==> src/rtl/vga_vram_port.sv <==
// vga_vram_port: single-port video RAM arbiter. Video fetches and host
// req/ack accesses share the RAM on a fixed alternating slot schedule.
// Slot parity before an edge selects its role: slot=1 is a video issue
// edge, slot=0 is a host issue edge. Read data returns two edges after
// issue (registered address, synchronous RAM), so every access is
// captured on the second edge after it issued.
// Optional feature: define VRAM_VBLANK_HOST_EN to let a pending host
// request also take video slots while vid_blank_in is high.
module vga_vram_port #(
  parameter int AW = 24,
  parameter int DW = 8
) (
  input  logic          clk_in,
  input  logic          rst_in,
  input  logic [AW-1:0] vid_address_in,
  output logic [DW-1:0] vid_data_out,
  input  logic          vid_blank_in,
  input  logic          host_req_in,
  input  logic          host_we_in,
  input  logic [AW-1:0] host_addr_in,
  input  logic [DW-1:0] host_wdata_in,
  output logic          host_busy_out,
  output logic          host_ack_out,
  output logic [DW-1:0] host_rdata_out,
  output logic [AW-1:0] mem_addr_out,
  output logic          mem_we_out,
  output logic [DW-1:0] mem_wdata_out,
  input  logic [DW-1:0] mem_rdata_in
);

  typedef enum logic [1:0] {
    OWN_NONE = 2'd0,
    OWN_VID  = 2'd1,
    OWN_HRD  = 2'd2,
    OWN_HWR  = 2'd3
  } owner_t;

  typedef enum logic [1:0] {
    ST_IDLE     = 2'd0,
    ST_PEND     = 2'd1,
    ST_INFLIGHT = 2'd2
  } host_state_t;

  logic          slot;
  owner_t        owner_issue;   // who owns the access issued at the last edge
  owner_t        owner_cap;     // who owns the data arriving for this edge
  host_state_t   host_state;
  logic [AW-1:0] lat_addr;
  logic          lat_we;
  logic [DW-1:0] lat_wdata;
  logic          host_issue;
  logic          host_capture;

`ifdef VRAM_VBLANK_HOST_EN
  // Blanking lends the video slot to a pending host request.
  assign host_issue = (host_state == ST_PEND) && (!slot || vid_blank_in);
`else
  // Strict alternation: host only ever issues on slot=0 edges.
  assign host_issue = (host_state == ST_PEND) && !slot;
  logic unused_blank;
  assign unused_blank = vid_blank_in;
`endif

  assign host_capture = (owner_cap == OWN_HRD) || (owner_cap == OWN_HWR);

  // Slot phase toggles every pixel clock.
  // NOTE: all state uses non-blocking assignments so every block samples
  // pre-edge values and block ordering can never change behaviour.
  always_ff @(posedge clk_in or posedge rst_in) begin
    if (rst_in) slot <= 1'b0;
    else        slot <= ~slot;
  end

  // Issue stage: drive the RAM port for this slot and tag the owner.
  always_ff @(posedge clk_in or posedge rst_in) begin
    if (rst_in) begin
      mem_addr_out  <= '0;
      mem_we_out    <= 1'b0;
      mem_wdata_out <= '0;
      owner_issue   <= OWN_NONE;
      owner_cap     <= OWN_NONE;
    end else begin
      owner_cap <= owner_issue;
      if (host_issue) begin
        mem_addr_out  <= lat_addr;
        mem_we_out    <= lat_we;
        mem_wdata_out <= lat_wdata;
        owner_issue   <= lat_we ? OWN_HWR : OWN_HRD;
      end else if (slot) begin
        mem_addr_out <= vid_address_in;
        mem_we_out   <= 1'b0;
        owner_issue  <= OWN_VID;
      end else begin
        mem_we_out  <= 1'b0;
        owner_issue <= OWN_NONE;
      end
    end
  end

  // Capture stage: route returning RAM data to its owner, pulse ack.
  always_ff @(posedge clk_in or posedge rst_in) begin
    if (rst_in) begin
      vid_data_out   <= '0;
      host_rdata_out <= '0;
      host_ack_out   <= 1'b0;
    end else begin
      host_ack_out <= host_capture;
      if (owner_cap == OWN_VID) vid_data_out   <= mem_rdata_in;
      if (owner_cap == OWN_HRD) host_rdata_out <= mem_rdata_in;
    end
  end

  // Host FSM: latch one request, wait for a host slot, retire on capture.
  always_ff @(posedge clk_in or posedge rst_in) begin
    if (rst_in) begin
      host_state    <= ST_IDLE;
      host_busy_out <= 1'b0;
      lat_addr      <= '0;
      lat_we        <= 1'b0;
      lat_wdata     <= '0;
    end else begin
      case (host_state)
        ST_IDLE: begin
          if (host_req_in) begin
            lat_addr      <= host_addr_in;
            lat_we        <= host_we_in;
            lat_wdata     <= host_wdata_in;
            host_busy_out <= 1'b1;
            host_state    <= ST_PEND;
          end
        end
        ST_PEND: begin
          if (host_issue) host_state <= ST_INFLIGHT;
        end
        ST_INFLIGHT: begin
          if (host_capture) begin
            host_busy_out <= 1'b0;
            host_state    <= ST_IDLE;
          end
        end
        default: begin
          host_busy_out <= 1'b0;
          host_state    <= ST_IDLE;
        end
      endcase
    end
  end

endmodule

==> config.mk <==
export PLATFORM = sky130hd
export DESIGN_NAME = vga_vram_port
export DESIGN_NICKNAME = d
export VERILOG_FILES = /design/src/rtl/vga_vram_port.sv
export SDC_FILE = /design/constraint.sdc
export NUM_CORES = 1
export LEC_CHECK = 0
export ABC_CLOCK_PERIOD_IN_PS = 5100
export BUFFER_PORTS_ARGS = -buffer_cell sky130_fd_sc_hd__buf_2
export CORE_ASPECT_RATIO = 0.7
export CORE_UTILIZATION = 30
export CTS_CLUSTER_DIAMETER = 50
export DETAILED_ROUTE_END_ITERATION = 6
export MAX_ROUTING_LAYER = met4
export SYNTH_ARGS = -nofsm -noshare
export SYNTH_HDL_FRONTEND = slang
export SYNTH_SLANG_ARGS = --single-unit
==> constraint.sdc <==
create_clock -name clk_in -period 5.1 [get_ports clk_in]
set_input_delay 0.765 -clock clk_in [delete_from_list [all_inputs] [get_ports clk_in]]
set_output_delay 0.765 -clock clk_in [all_outputs]
set_load 0.01 [all_outputs]
; After elaboration in Yosys (flattened, before gate mapping)
; Index checks and enable logic that the tools add are counted.
[classes]
eq_ne = 8
reduce_logical = 8
mux = 13
bitwise = 2
[op_table]
columns = operator, count
row1 = $mux W24, 2
row2 = $mux W2, 4
row3 = $eq A2 B2 Y1 const B, 3
row4 = $ne A2 B2 Y1 const B, 3
row5 = $pmux W2 S3, 1
row6 = $reduce_and A3 Y1, 2
row7 = $mux W1, 5
row8 = $eq A2 B1 Y1 const B, 2
row9 = $pmux W1 S3, 1
row10 = $logic_not A2 Y1, 1
row11 = $not A1 Y1, 2
row12 = $reduce_and A2 Y1, 1
row13 = $reduce_bool A2 Y1, 1
row14 = $logic_and A1 B1 Y1, 1
row15 = $logic_not A1 Y1, 1
row16 = $logic_or A1 B1 Y1, 1
[totals]
register_bits = 91
out_inout_bits = 51
input_bits = 69
word_cells = 45

; Logic depth before layout (Yosys ltp)
[depth]
ltp_word = 4
ltp_mapped = 5
mapped_depth_nobuf = 3

; Least setup slack after synthesis
; No wires, ideal clock.
[synth_timing]
kind = input -> register
startpoint = in host_req_in
endpoint = reg lat_addr[0]
t_arrival_ns = 1.576
n_path_buf = 1
setup_ns = 0.125
path_slack_ns = 3.399
t_required_ns = 4.975
path_stages = 3
cell_sequence = nor3b_4 -> buf_6 -> mux2_2
[synth_between]
elab_chain_cells = 1
[synth_lines]
columns = element, line
row1 = from (decl), 18  ; input logic host_req_in,
row2 = $reduce_and A2 Y1 (no source line), --
row3 = to (signal assigned), 125  ; lat_addr <= host_addr_in;
row4 = to (decl), 48  ; logic [AW-1:0] lat_addr;
; Every way passes these cells.
; A chain may end at the register's enable or synchronous reset.

; Final worst setup path
[layout_timing]
startpoint = reg host_state[1]
endpoint = reg mem_wdata_out[2]
[layout_between]
elab_chain_cells = 2
[layout_lines]
columns = element, line
row1 = from (decl), 47  ; host_state_t host_state;
row2 = from (signal assigned), 116  ; host_state <= ST_IDLE;
row3 = from (signal assigned), 129  ; host_state <= ST_PEND;
row4 = from (signal assigned), 133  ; if (host_issue) host_state <= ST_INFLIGHT;
row5 = $eq A2 B1 Y1, 59  ; assign host_issue = (host_state == ST_PEND) && !slot;
row6 = $logic_and A1 B1 Y1, 59
row7 = named net host_issue, 51  ; logic host_issue;
row8 = to (signal assigned), 87  ; mem_wdata_out <= lat_wdata;
row9 = to (decl), 27  ; output logic [DW-1:0] mem_wdata_out,
; The timed path passes the listed nets, and every way through them passes these cells.

==> results.md <==
- The run finished with clean final reports.
- Detailed placement ended at an HPWL of 4.993 mm.
- The worst hold path terminates at owner_cap[0].
- From left edge to right edge, the die measures roughly 130 um.
- Routability-driven placement finished with a final weighted congestion of between 0.7 and 0.8.
- The H-tree was split into 3 levels.
- In the routed design, unresolved DRC markers number 0.
- The routed wire length per instance is about 14 um.
- Fill cells in the final layout number about 1200.
- In this run the number of cells on the critical path is 3.
- The number of DRC markers in iteration 0 is 79.
- At the pin with the least slew margin, the transition time is 1.031 ns.
- For this design the top-level I/O count stands at 120.
- In the synthesized netlist the async set-or-reset flop fraction comes to 100.0%.
- The final setup violation count is 0.
- The start point of the critical path is host_state[1].
- Across the run, the number of max-cap violations was 0.
- The number of detailed-routing iterations run before antenna repair is 4.
- The final number of hold-violating endpoints is 0.
- The slowest stage of the critical path belongs to the cell sky130_fd_sc_hd__nand2b_2.
- STA classifies the critical path endpoint as a flip-flop.
- The finished layout holds 530 standard cells, fillers aside.
- The post-route netlist has 52.01% of its cells at a drive strength greater than 1.
- In this run, post-CTS hold repair placed 0 buffers.
- 0 antenna diodes ended up in the layout.
- Across every metal layer, demand over resource in global routing totals 12.91%.
- The via count of the first global-routing pass came to 2492.
- Traced cell by cell, the critical path runs through nand2b_2 > nor2_8 > mux2_4.
- The synthesis-to-finish area growth is 26.35%.
- The area of the mapped netlist is about 3700 sq um.
- The total of buffers placed on input and output ports is about 120.
- The register-to-register setup slack is about 3 ns.
- The endpoint identified for the worst register-to-register timing path is mem_wdata_out[2].
- The synthesis warning total is 0.
- The tightest slew margin relative to the limit is 31.23%.
- The tree is rooted in a sky130_fd_sc_hd__clkbuf_16.
- In this run the static leakage power is roughly 2.4 nW.
- The max-slew violation total from the final report came to 0.
- The origin of the worst min-delay path is owner_issue[0].
- The number of vias per cell after detailed routing is 4.404.
- No sink is reached through more buffers than the 2 on the longest clock path.
- The number of vias after detailed routing is ~2300.
- Counting every net in the synthesized netlist gives 322.
- The first global-routing pass estimated 12.17 mm of wire.
- After detailed placement, the design holds a cell count of about 520.
- The most frequent cell after synthesis is sky130_fd_sc_hd__dfrtp_1.
- Setup repair after global routing left no endpoint under its margin.
- The largest single stage delay on the critical path is 0.72 ns.
- The power density over the cells is roughly 560 nW/um^2.
- Data on the critical path is required at its endpoint by 5.31 ns.
- The worst clock skew is 0.005803 ns.
- In this run, CTS created clock tree buffers numbering 9.
- The worst setup path is of the flip-flop to flip-flop kind.
- The most instantiated flip-flop cell in the synthesis netlist is sky130_fd_sc_hd__dfrtp_1.
- In the final design database the tool counted 438 nets.
- The timing-limited maximum frequency is 474.3 MHz.
- Clock-pin slew was measured on the worst setup and hold paths at about 0.060 ns.
- Dividing the synthesized area by the synthesized cell count gives roughly 15 sq um.
- The sum of overflow across all layers after global routing is 0.
- The tree built by TritonCTS fans out to a little over 90 sinks.
- The cell class contributing the biggest share of worst-path delay is simple AND/OR/NAND/NOR gates.
- For the worst-skew pair, the clock arrives at the later sink with an insertion delay of 0.33 ns.
- In this run the critical register-to-register path is launched from host_state[1].
- Once the floorplan was initialized, standard cells occupied 31.16% of the core.
- The cell taking the most area after synthesis is sky130_fd_sc_hd__dfrtp_1.
- The CTS tree is built.
- The floorplan has 33 rows.
- In the finished design, the share of the clock period the worst path needs comes to 41.34%.
- Counting every instance in the synthesized netlist gives 253.
- The die covers about 13000 sq um.
- The number of antenna violations at the first check in global routing is 0.
- The time the worst path needs with I/O delays and setup is 2.109 ns.
- The startpoint type of the worst setup path is a flip-flop.
- Setup total negative slack on the finished layout was measured at 0 ns.
- The count of cells resized by post-cts repair is 0.
- After synthesis, the cell types taking the most area are sky130_fd_sc_hd__dfrtp_1 62%, sky130_fd_sc_hd__mux2_2 14%, sky130_fd_sc_hd__mux2i_1 6.8%, sky130_fd_sc_hd__mux2_4 3.3%, sky130_fd_sc_hd__o21ai_1 2.4%.
- The count of flip-flops with a built-in enable after synthesis is 0.
- The final wirelength is 7.328 mm.
- Final hold analysis gives a worst-case slack of about 0.35 ns.
- The netlist uses 25 different library cells.
- Sequential elements use 61.88% of the synthesized area.
- The number of cells on the worst reg-to-reg path is 3.
- The buffer count from post-CTS setup fixing is 0.
- After synthesis, the most frequently instantiated cells are 91 x sky130_fd_sc_hd__dfrtp_1, 47 x sky130_fd_sc_hd__mux2_2, 25 x sky130_fd_sc_hd__mux2i_1.
- The die boundary height is 94.66 um.
- Counting instances, the worst hold path has a depth of 0.
- The maximum number of pins on one net before global-route repair is 57.
- The number of buffers and inverters on the critical path is 0.
- The number of nets with antenna violations after routing is 0.
- The worst-case vdd ir drop is 0.0002303 V.
- The worst hold path belongs to the class flip-flop to flip-flop.
- The region available for standard cell placement spans 11810 sq um.
- Of the post-synthesis cell area, the dominant cell type holds 61.88%.
- Of all nets on the critical path, the largest fanout is 26.
- The number of synthesized register bits is between 90 and 100.
- The data arrival time of the critical path is 2.32 ns.
## cell families after synthesis
family,count (synthesis),synth area share [%]
compound gates,28,4.148
flops,91,61.88
mux,82,25.06
simple gates,33,4.795
buf+inv,19,4.114
## stage by stage
stage	util [%]	area [sq um]	worst slack, ns	power (W)
global route	39.37	4649	2.868	0.002796
detailed placement	36.82	4348	2.971	0.001970
global placement	36.82	4348	2.973	0.001936
finish	39.37	4649	2.991	0.002619
floorplan	-	3680	1.971	0.001708
CTS	39.37	4649	2.964	0.002668
## per-layer routing
| metal | GRT usage [%] | wire, um | share of wire [%] |
|---|---|---|---|
| met4 | 3.652 | 74 | 1.0 |
| met2 | 19.13 | 3136 | 43 |
| met5 | - | 0 | 0 |
| met3 | 4.831 | 590 | 8.1 |
| met1 | 16.49 | 3526 | 48 |
## flip-flops by register name (all words and copies together), names as in the netlist
register	flops
host_rdata_out	8
owner_cap	2
vid_data_out	8
owner_issue	2
lat_addr	24
host_ack_out	1
lat_we	1
mem_addr_out	24
slot	1
lat_wdata	8
host_busy_out	1
host_state	2
mem_wdata_out	8
mem_we_out	1
## where the power goes
| group | total, W | internal, W | switching [W] |
|---|---|---|---|
| clock network | 0.000677 | 0.000426 | 0.000251 |
| registers | 0.00120 | 0.00103 | 0.000168 |
| logic | 0.000745 | 0.000412 | 0.000333 |
## how the worst max path moves through the flow
| stage | to | slack, ns |
|---|---|---|
| 2_1_floorplan | host_ack_out | 1.97 |
| 3_3_place_gp | mem_wdata_out[1] | 2.97 |
| 3_5_place_dp | mem_wdata_out[5] | 2.97 |
| 4_1_cts | mem_wdata_out[2] | 2.96 |
| 5_1_grt | mem_wdata_out[0] | 2.87 |
| 6_report | mem_wdata_out[2] | 2.99 |
## area by class of cell
| type | instances | area (sq um) | share of cell area [%] |
|---|---|---|---|
| clock buffers | 12 | 236.5 | 5.086 |
| repair buffers | 120 | 605.6 | 13.02 |
| flip-flops and latches | 91 | 2278 | 49.00 |
| inverters | 4 | 16.27 | 0.3498 |
| clock inverters | 3 | 65.06 | 1.399 |
| multi-input cells | 143 | 1251 | 26.91 |
| well taps | 157 | 196.4 | 4.225 |
## worst register-to-register path, stage by stage (launching register included)
cell and delay (ns):
sky130_fd_sc_hd__dfrtp_1 0.47, sky130_fd_sc_hd__nand2b_2 0.72, sky130_fd_sc_hd__nor2_8 0.47, sky130_fd_sc_hd__mux2_4 0.33
## cell usage in the layout, fill, tap and decap left out, types with 2 or more instances in the layout
cell type and count:
sky130_fd_sc_hd__o22ai_1 2, sky130_fd_sc_hd__o21ai_1 18, sky130_fd_sc_hd__o21ai_0 5, sky130_fd_sc_hd__buf_4 2
sky130_fd_sc_hd__clkbuf_16 9, sky130_fd_sc_hd__clkinv_2 2, sky130_fd_sc_hd__buf_2 118, sky130_fd_sc_hd__dfrtp_1 90
sky130_fd_sc_hd__bufinv_16 2, sky130_fd_sc_hd__inv_1 3, sky130_fd_sc_hd__mux2_4 8, sky130_fd_sc_hd__mux2_2 47
sky130_fd_sc_hd__nand2_1 24, sky130_fd_sc_hd__mux2_1 2, sky130_fd_sc_hd__mux2i_1 25, sky130_fd_sc_hd__clkbuf_1 3
sky130_fd_sc_hd__nand2b_1 2
No activity file was read; power rests on OpenSTA's default activity.
